--- src/rtl/rv_regfile_pkg.sv ---
// Shared constants and write-port arbitration helpers for the multi-port RISC-V register file.
package rv_regfile_pkg;

    localparam int DEF_XLEN  = 32;
    localparam int DEF_NREGS = 32;
    localparam int REG_ZERO  = 0;
    localparam int MAX_WP    = 32;

    // Highest-index set bit of a write-port hit mask; callers only use it when the mask is non-zero.
    function automatic int hi_port(input logic [MAX_WP-1:0] mask);
        int sel;
        sel = 0;
        for (int i = 0; i < MAX_WP; i++) begin
            if (mask[i]) sel = i;
        end
        return sel;
    endfunction

    function automatic logic multi_hit(input logic [MAX_WP-1:0] mask);
        return $countones(mask) > 1;
    endfunction

endpackage

--- src/rtl/rv_regfile_mp_scoreboard.sv ---
// Destination scoreboard: one pending bit per architectural register, set on issue, cleared on write.
module rv_scoreboard
    import rv_regfile_pkg::*;
#(
    parameter  int NREGS = DEF_NREGS,
    parameter  int NWP   = 1,
    localparam int AW    = $clog2(NREGS)
) (
    input  logic              clk,
    input  logic              reset_n,
    input  logic [NWP-1:0]    i_wenb,
    input  logic [NWP*AW-1:0] i_waddr,
    input  logic              i_iss_enb,
    input  logic [AW-1:0]     i_iss_addr,
    output logic [NREGS-1:0]  o_pend,
    output logic [NREGS-1:0]  o_pend_nxt
);

    logic [NREGS-1:0] r_pend;
    logic [NREGS-1:0] w_clr;
    logic [NREGS-1:0] w_set;

    // The set term is ORed last so an issue beats a same-cycle write: it names the newer producer.
    always_comb begin
        w_clr = '0;
        w_set = '0;
        for (int i = 0; i < NWP; i++) begin
            if (i_wenb[i]) w_clr[i_waddr[i*AW +: AW]] = 1'b1;
        end
        if (i_iss_enb) w_set[i_iss_addr] = 1'b1;
        w_clr[REG_ZERO] = 1'b0;
        w_set[REG_ZERO] = 1'b0;
        o_pend_nxt = w_set | (r_pend & ~w_clr);
        o_pend_nxt[REG_ZERO] = 1'b0;
    end

    always_ff @(posedge clk or negedge reset_n) begin
        if (!reset_n) begin
            r_pend <= '0;
        end else begin
            r_pend <= o_pend_nxt;
        end
    end

    assign o_pend = r_pend;

endmodule

--- src/rtl/rv_regfile_mp.sv ---
// Multi-port integer register file: registered reads, optional write-to-read bypass,
// highest-port-wins write arbitration with conflict flag, and an in-flight destination scoreboard.
module rv_regfile_mp
    import rv_regfile_pkg::*;
#(
    parameter  int XLEN   = DEF_XLEN,
    parameter  int NREGS  = DEF_NREGS,
    parameter  int NRP    = 2,
    parameter  int NWP    = 1,
    parameter  int BYPASS = 1,
    localparam int AW     = $clog2(NREGS)
) (
    input  logic                clk,
    input  logic                reset_n,
    input  logic [NRP-1:0]      renb,
    input  logic [NRP*AW-1:0]   raddr,
    output logic [NRP*XLEN-1:0] rdata,
    output logic [NRP-1:0]      rbusy,
    input  logic [NWP-1:0]      wenb,
    input  logic [NWP*AW-1:0]   waddr,
    input  logic [NWP*XLEN-1:0] wdata,
    input  logic                iss_enb,
    input  logic [AW-1:0]       iss_addr,
    output logic [NREGS-1:0]    pend,
    output logic                wconflict
);

    logic [XLEN-1:0]     r_regs [NREGS];
    logic [NRP*XLEN-1:0] r_rdata_p1;
    logic [NRP-1:0]      r_rbusy_p1;
    logic                r_wconflict_p1;

    logic [NWP-1:0]      w_hit    [NREGS];
    logic [XLEN-1:0]     w_wr_val [NREGS];
    logic [NREGS-1:0]    w_wr_en;
    logic [NREGS-1:0]    w_multi;
    logic [NREGS-1:0]    w_pend_nxt;
    logic [NRP*XLEN-1:0] w_rd_val;
    logic [NRP-1:0]      w_rd_busy;

    rv_scoreboard #(
        .NREGS (NREGS),
        .NWP   (NWP)
    ) u_scoreboard (
        .clk        (clk),
        .reset_n    (reset_n),
        .i_wenb     (wenb),
        .i_waddr    (waddr),
        .i_iss_enb  (iss_enb),
        .i_iss_addr (iss_addr),
        .o_pend     (pend),
        .o_pend_nxt (w_pend_nxt)
    );

    // Per-register write decode; x0 never matches, so it stays zero and never raises a conflict.
    always_comb begin
        for (int k = 0; k < NREGS; k++) begin
            w_hit[k] = '0;
            for (int i = 0; i < NWP; i++) begin
                w_hit[k][i] = wenb[i] && (waddr[i*AW +: AW] == AW'(k)) && (k != REG_ZERO);
            end
            w_wr_en[k]  = |w_hit[k];
            w_multi[k]  = multi_hit(MAX_WP'(w_hit[k]));
            w_wr_val[k] = wdata[hi_port(MAX_WP'(w_hit[k]))*XLEN +: XLEN];
        end
    end

    always_comb begin
        logic [AW-1:0] v_a;
        w_rd_val  = '0;
        w_rd_busy = '0;
        for (int p = 0; p < NRP; p++) begin
            v_a = raddr[p*AW +: AW];
            if ((BYPASS != 0) && w_wr_en[v_a]) begin
                w_rd_val[p*XLEN +: XLEN] = w_wr_val[v_a];
            end else begin
                w_rd_val[p*XLEN +: XLEN] = r_regs[v_a];
            end
            w_rd_busy[p] = (BYPASS != 0) ? w_pend_nxt[v_a] : pend[v_a];
        end
    end

    // Stage p1: storage update, registered read data/busy and the one-cycle conflict flag.
    always_ff @(posedge clk or negedge reset_n) begin
        if (!reset_n) begin
            for (int k = 0; k < NREGS; k++) r_regs[k] <= '0;
            r_rdata_p1     <= '0;
            r_rbusy_p1     <= '0;
            r_wconflict_p1 <= 1'b0;
        end else begin
            for (int k = 0; k < NREGS; k++) begin
                if (w_wr_en[k]) r_regs[k] <= w_wr_val[k];
            end
            for (int p = 0; p < NRP; p++) begin
                if (renb[p]) begin
                    r_rdata_p1[p*XLEN +: XLEN] <= w_rd_val[p*XLEN +: XLEN];
                    r_rbusy_p1[p]              <= w_rd_busy[p];
                end
            end
            r_wconflict_p1 <= |w_multi;
        end
    end

    assign rdata     = r_rdata_p1;
    assign rbusy     = r_rbusy_p1;
    assign wconflict = r_wconflict_p1;

endmodule

--- config.mk ---
export PLATFORM = sky130hd
export DESIGN_NAME = rv_regfile_mp
export DESIGN_NICKNAME = d
export VERILOG_FILES = /design/src/rtl/rv_regfile_pkg.sv /design/src/rtl/rv_regfile_mp_scoreboard.sv /design/src/rtl/rv_regfile_mp.sv
export SDC_FILE = /design/constraint.sdc
export NUM_CORES = 2
export LEC_CHECK = 0
export CORE_UTILIZATION = 35
export DETAILED_ROUTE_END_ITERATION = 16
export PLACE_DENSITY = 0.47
export RECOVER_POWER = 100
export SYNTH_ARGS = -nofsm -noshare
export SYNTH_HDL_FRONTEND = slang
export SYNTH_SLANG_ARGS = --single-unit
export TNS_END_PERCENT = 1
--- constraint.sdc ---
create_clock -name clk -period 4.1 [get_ports clk]
set_input_delay 0.41 -clock clk [delete_from_list [all_inputs] [get_ports clk]]
set_output_delay 0.41 -clock clk [all_outputs]
set_load 0.03 [all_outputs]
==> summary.md <==
| Metric | Value |
|---|---|
| Synthesis-to-finish area growth | `15.4%` |
| Yosys warnings | `0` |
| Worst slew margin | `-59.2%` |
| Peak supply drop | `0.361 mV` |
| Syn avg cell area | `14.5 sq um` |
| Pwr Total | `0.0335 W` |
| Compound-gate portion of the synthesized area | `2.91%` |
| Gpl congestion | `0.837` |
| Prevailing post-synth register cell | `dfrtp_1` |
| Most common cell after layout, fill and taps aside | `dfrtp_1` |
| GRT Residual Overflow | `0` |
| Synth Area in XOR/XNOR | `0.0911%` |
| CTS Sinks | `1089` |
| H-tree Lvls | `4` |
| Largest family of logic cells by synthesized area | `multiplexers` |
| Pwr/cell area | `503 nW/um^2` |
| Worst slew pin tran | `2.39 ns` |
| Placed Instances | `6075` |
| First-pass iteration count of the detailed router | `5` |
| Asr flop ratio synth | `100%` |
| Reg2Reg Launch Point | `r_regs[160]$_DFFE_PN0P_` |
| Layout Cells excl Fill | `6316` |
| Clk Latency, worst-skew pair | `0.78 ns` |
| PostCTS Resize Cnt | `0` |
| Synth Area in Simple Gates | `4.40%` |
| Final routed wire length divided by cell count | `31.8 um` |
| Vias | `36673` |
| Post-synth EDFFs | `0` |
| Violated checks | `capacitance limit, slew limit` |
| CP endpoint kind | `flop` |
| Area share of fa/ha/maj cells after synthesis | `0%` |
| Min Clock Period, post-route | `3.40 ns` |
| Hold wc startpoint | `renb[0]` |
| Crit-path cells | `dlygate4sd3_1, nand4b_1, nor2_4, clkbuf_2, mux2_2` |
| Root buffer cell | `clkbuf_16` |
| Crit-path max FO | `32` |
| Static leakage | `28.6 nW` |
| Unrepaired setup endpoints after global routing | `no` |
| Critical Path Source | `waddr[2]` |
| Total Routed Length | `201000 um` |
| Antenna violations before repair | `3` |
| Row cnt | `148` |
| First-pass GRT wire length | `292000 um` |
| Crit path DAT | `4.03 ns` |
| Netlist Area Pre-Place | `57700 sq um` |
| Crit-path slowest cell | `clkbuf_2` |
| CTS max path bufs | `3` |
| Core box area | `163000 sq um` |
| Fin crit share | `82.8%` |
| CTS tree | `built` |
| Clk pin slew, worst setup/hold paths | `0.06 ns` |
| Mapped Cells | `3984` |
| Fmax | `294 MHz` |
| Clk_skew | `0.0286 ns` |
| CP required | `4.73 ns` |
| Number of global-route vias before repair | `38409` |
| DP HPWL | `112000 um` |
| Setup TNS | `0 ns` |
| Synth Register Bits | `1089` |
| Fraction of layout cells with a size suffix above 1 | `46.4%` |
| Status | `finished with violations` |
| Worst setup SP type | `input pin` |
| Critical path class | `in -> reg` |
| Post-synthesis mux area share | `42.3%` |
| Iteration-0 DRC Markers | `2535` |
| Top delay family on crit path | `buffers and inverters` |
| Fin nets | `4094` |
| HP Class | `in -> reg` |
| Pins over their slew limit | `703` |
| Max Cap Viol | `23` |
| Most frequent cells in the layout | `dfrtp_1, mux2_2, mux4_2` |
| Via density per instance | `5.81` |
| Final setup violation count | `0` |
| DIE AREA | `167000 sq um` |
| Delay of the slowest cell on the worst path | `1.59 ns` |
| Number of buffers created by CTS | `133` |
| Die Span Y | `408 um` |
| Antenna viol nets, final | `0` |
| Die W | `408 um` |
| Fin. Hold Viols | `0` |
| Initial Utilization | `35.4%` |
| Port Buf Inserts | `154` |
| Io pins | `157` |
| Largest net degree at the start of global routing | `113` |
| Drc violations | `0` |
| Seq/Total Area, Yosys | `47.2%` |
| Distinct cells, synth | `65` |
| Global Route Usage Sum | `24.4%` |
| Worst path bufs/invs | `2` |
==> timing repair <==
action / in CTS / in global routing
endpoints found under the setup margin: 0 / 0
buffers inserted: 0 / 0
endpoints found under the hold margin: 59 / 0
hold buffers: 1 / 0
==> logic make-up (layout without fill, tap and decap cells) <==
family | after synthesis | after routing
AO/OA/AOI/OAI | 258 | 258
XOR/XNOR | 6 | 6
buffers and inverters | 440 | 594
flip-flops | 1089 | 1089
multiplexers | 1588 | 1588
other | 1 | 4
AND/OR/NAND/NOR | 602 | 602
==> worst min-delay path: stages <==
cell and delay, ns:
buf_4 0.33, nor2_1 0.18, a21oi_1 0.05
==> layer usage <==
layer / share of wire (%) / track usage (%) / vias to the layer above
met1: 45 / 34.3 / 20277
met3: 4.1 / 3.43 / 282
met5: 0.0065 / 0 / -
met4: 2.6 / 6.69 / 2
met2: 48 / 39.3 / 895
li1: - / - / 15217
==> where the power goes <==
group          switching (W)  total (W)  internal, W
clock                0.00489     0.0119      0.00705
combinational        0.00303    0.00723      0.00420
sequential           0.00148     0.0143       0.0128
==> worst paths after layout <==
check	cells past startpoint	to	slack, ns
min in group asynchronous	2	u_scoreboard.o_pend[22]$_DFF_PN0_	0.86
hold reg to reg	2	r_regs[411]$_DFFE_PN0P_	0.49
max in group asynchronous	3	r_regs[701]$_DFFE_PN0P_	1.15
hold / removal	3	rdata[2]$_DFFE_PN0P_	0.25
setup / recovery	5	r_regs[304]$_DFFE_PN0P_	0.70
setup reg to reg	6	rdata[0]$_DFFE_PN0P_	1.71
==> flip-flops by register name, indices dropped and copies added, names as in the netlist <==
signal and cells:
u_scoreboard.o_pend 31, r_regs 992, rdata 64, rbusy 2
==> Yosys cell counts (all sizes together) (5+ instances only) <==
| cell type | number | area, sq um |
|---|---|---|
| dfrtp | 1089 | 27300 |
| mux2 | 931 | 10500 |
| mux4 | 586 | 13200 |
| nand2 | 322 | 1210 |
| clkbuf | 280 | 1050 |
| nor2 | 180 | 681 |
| a21oi | 141 | 706 |
| buf | 138 | 662 |
| mux2i | 71 | 711 |
| a22o | 38 | 342 |
| o2bb2ai | 34 | 298 |
| nor3 | 33 | 165 |
| inv | 21 | 78.8 |
| o21ai | 12 | 63.8 |
| and2 | 9 | 56.3 |
| nor2b | 9 | 56.3 |
| o22ai | 6 | 37.5 |
| or2 | 6 | 37.5 |
| and3 | 5 | 31.3 |
| nand2b | 5 | 31.3 |
| nand3 | 5 | 25.0 |
| nand3b | 5 | 37.5 |
==> per-stage QoR <==
stage / utilization (%) / hold WS [ns] / instance area (sq um) / setup WS, ns
floorplan: - / 0.114 / 57700 / 1.50
global placement: 38.4 / 0.472 / 62600 / 0.679
detailed placement: 38.4 / 0.465 / 62600 / 0.636
CTS: 41.0 / 0.207 / 67000 / 1.47
global route: 40.8 / 0.259 / 66600 / 0.672
finish: 40.8 / 0.251 / 66600 / 0.704
==> layout make-up <==
class	instances	area, sq um
Inverter	22	83.8
Clock inverter	39	413
Antenna cell	2	5.00
Fill cell	15034	96500
Timing Repair Buffer	334	3380
Sequential cell	1089	27300
Clock buffer	199	3950
Multi-Input combinational cell	2456	28800
Tap cell	2175	2720
No activity file was read; power rests on OpenSTA's default activity.
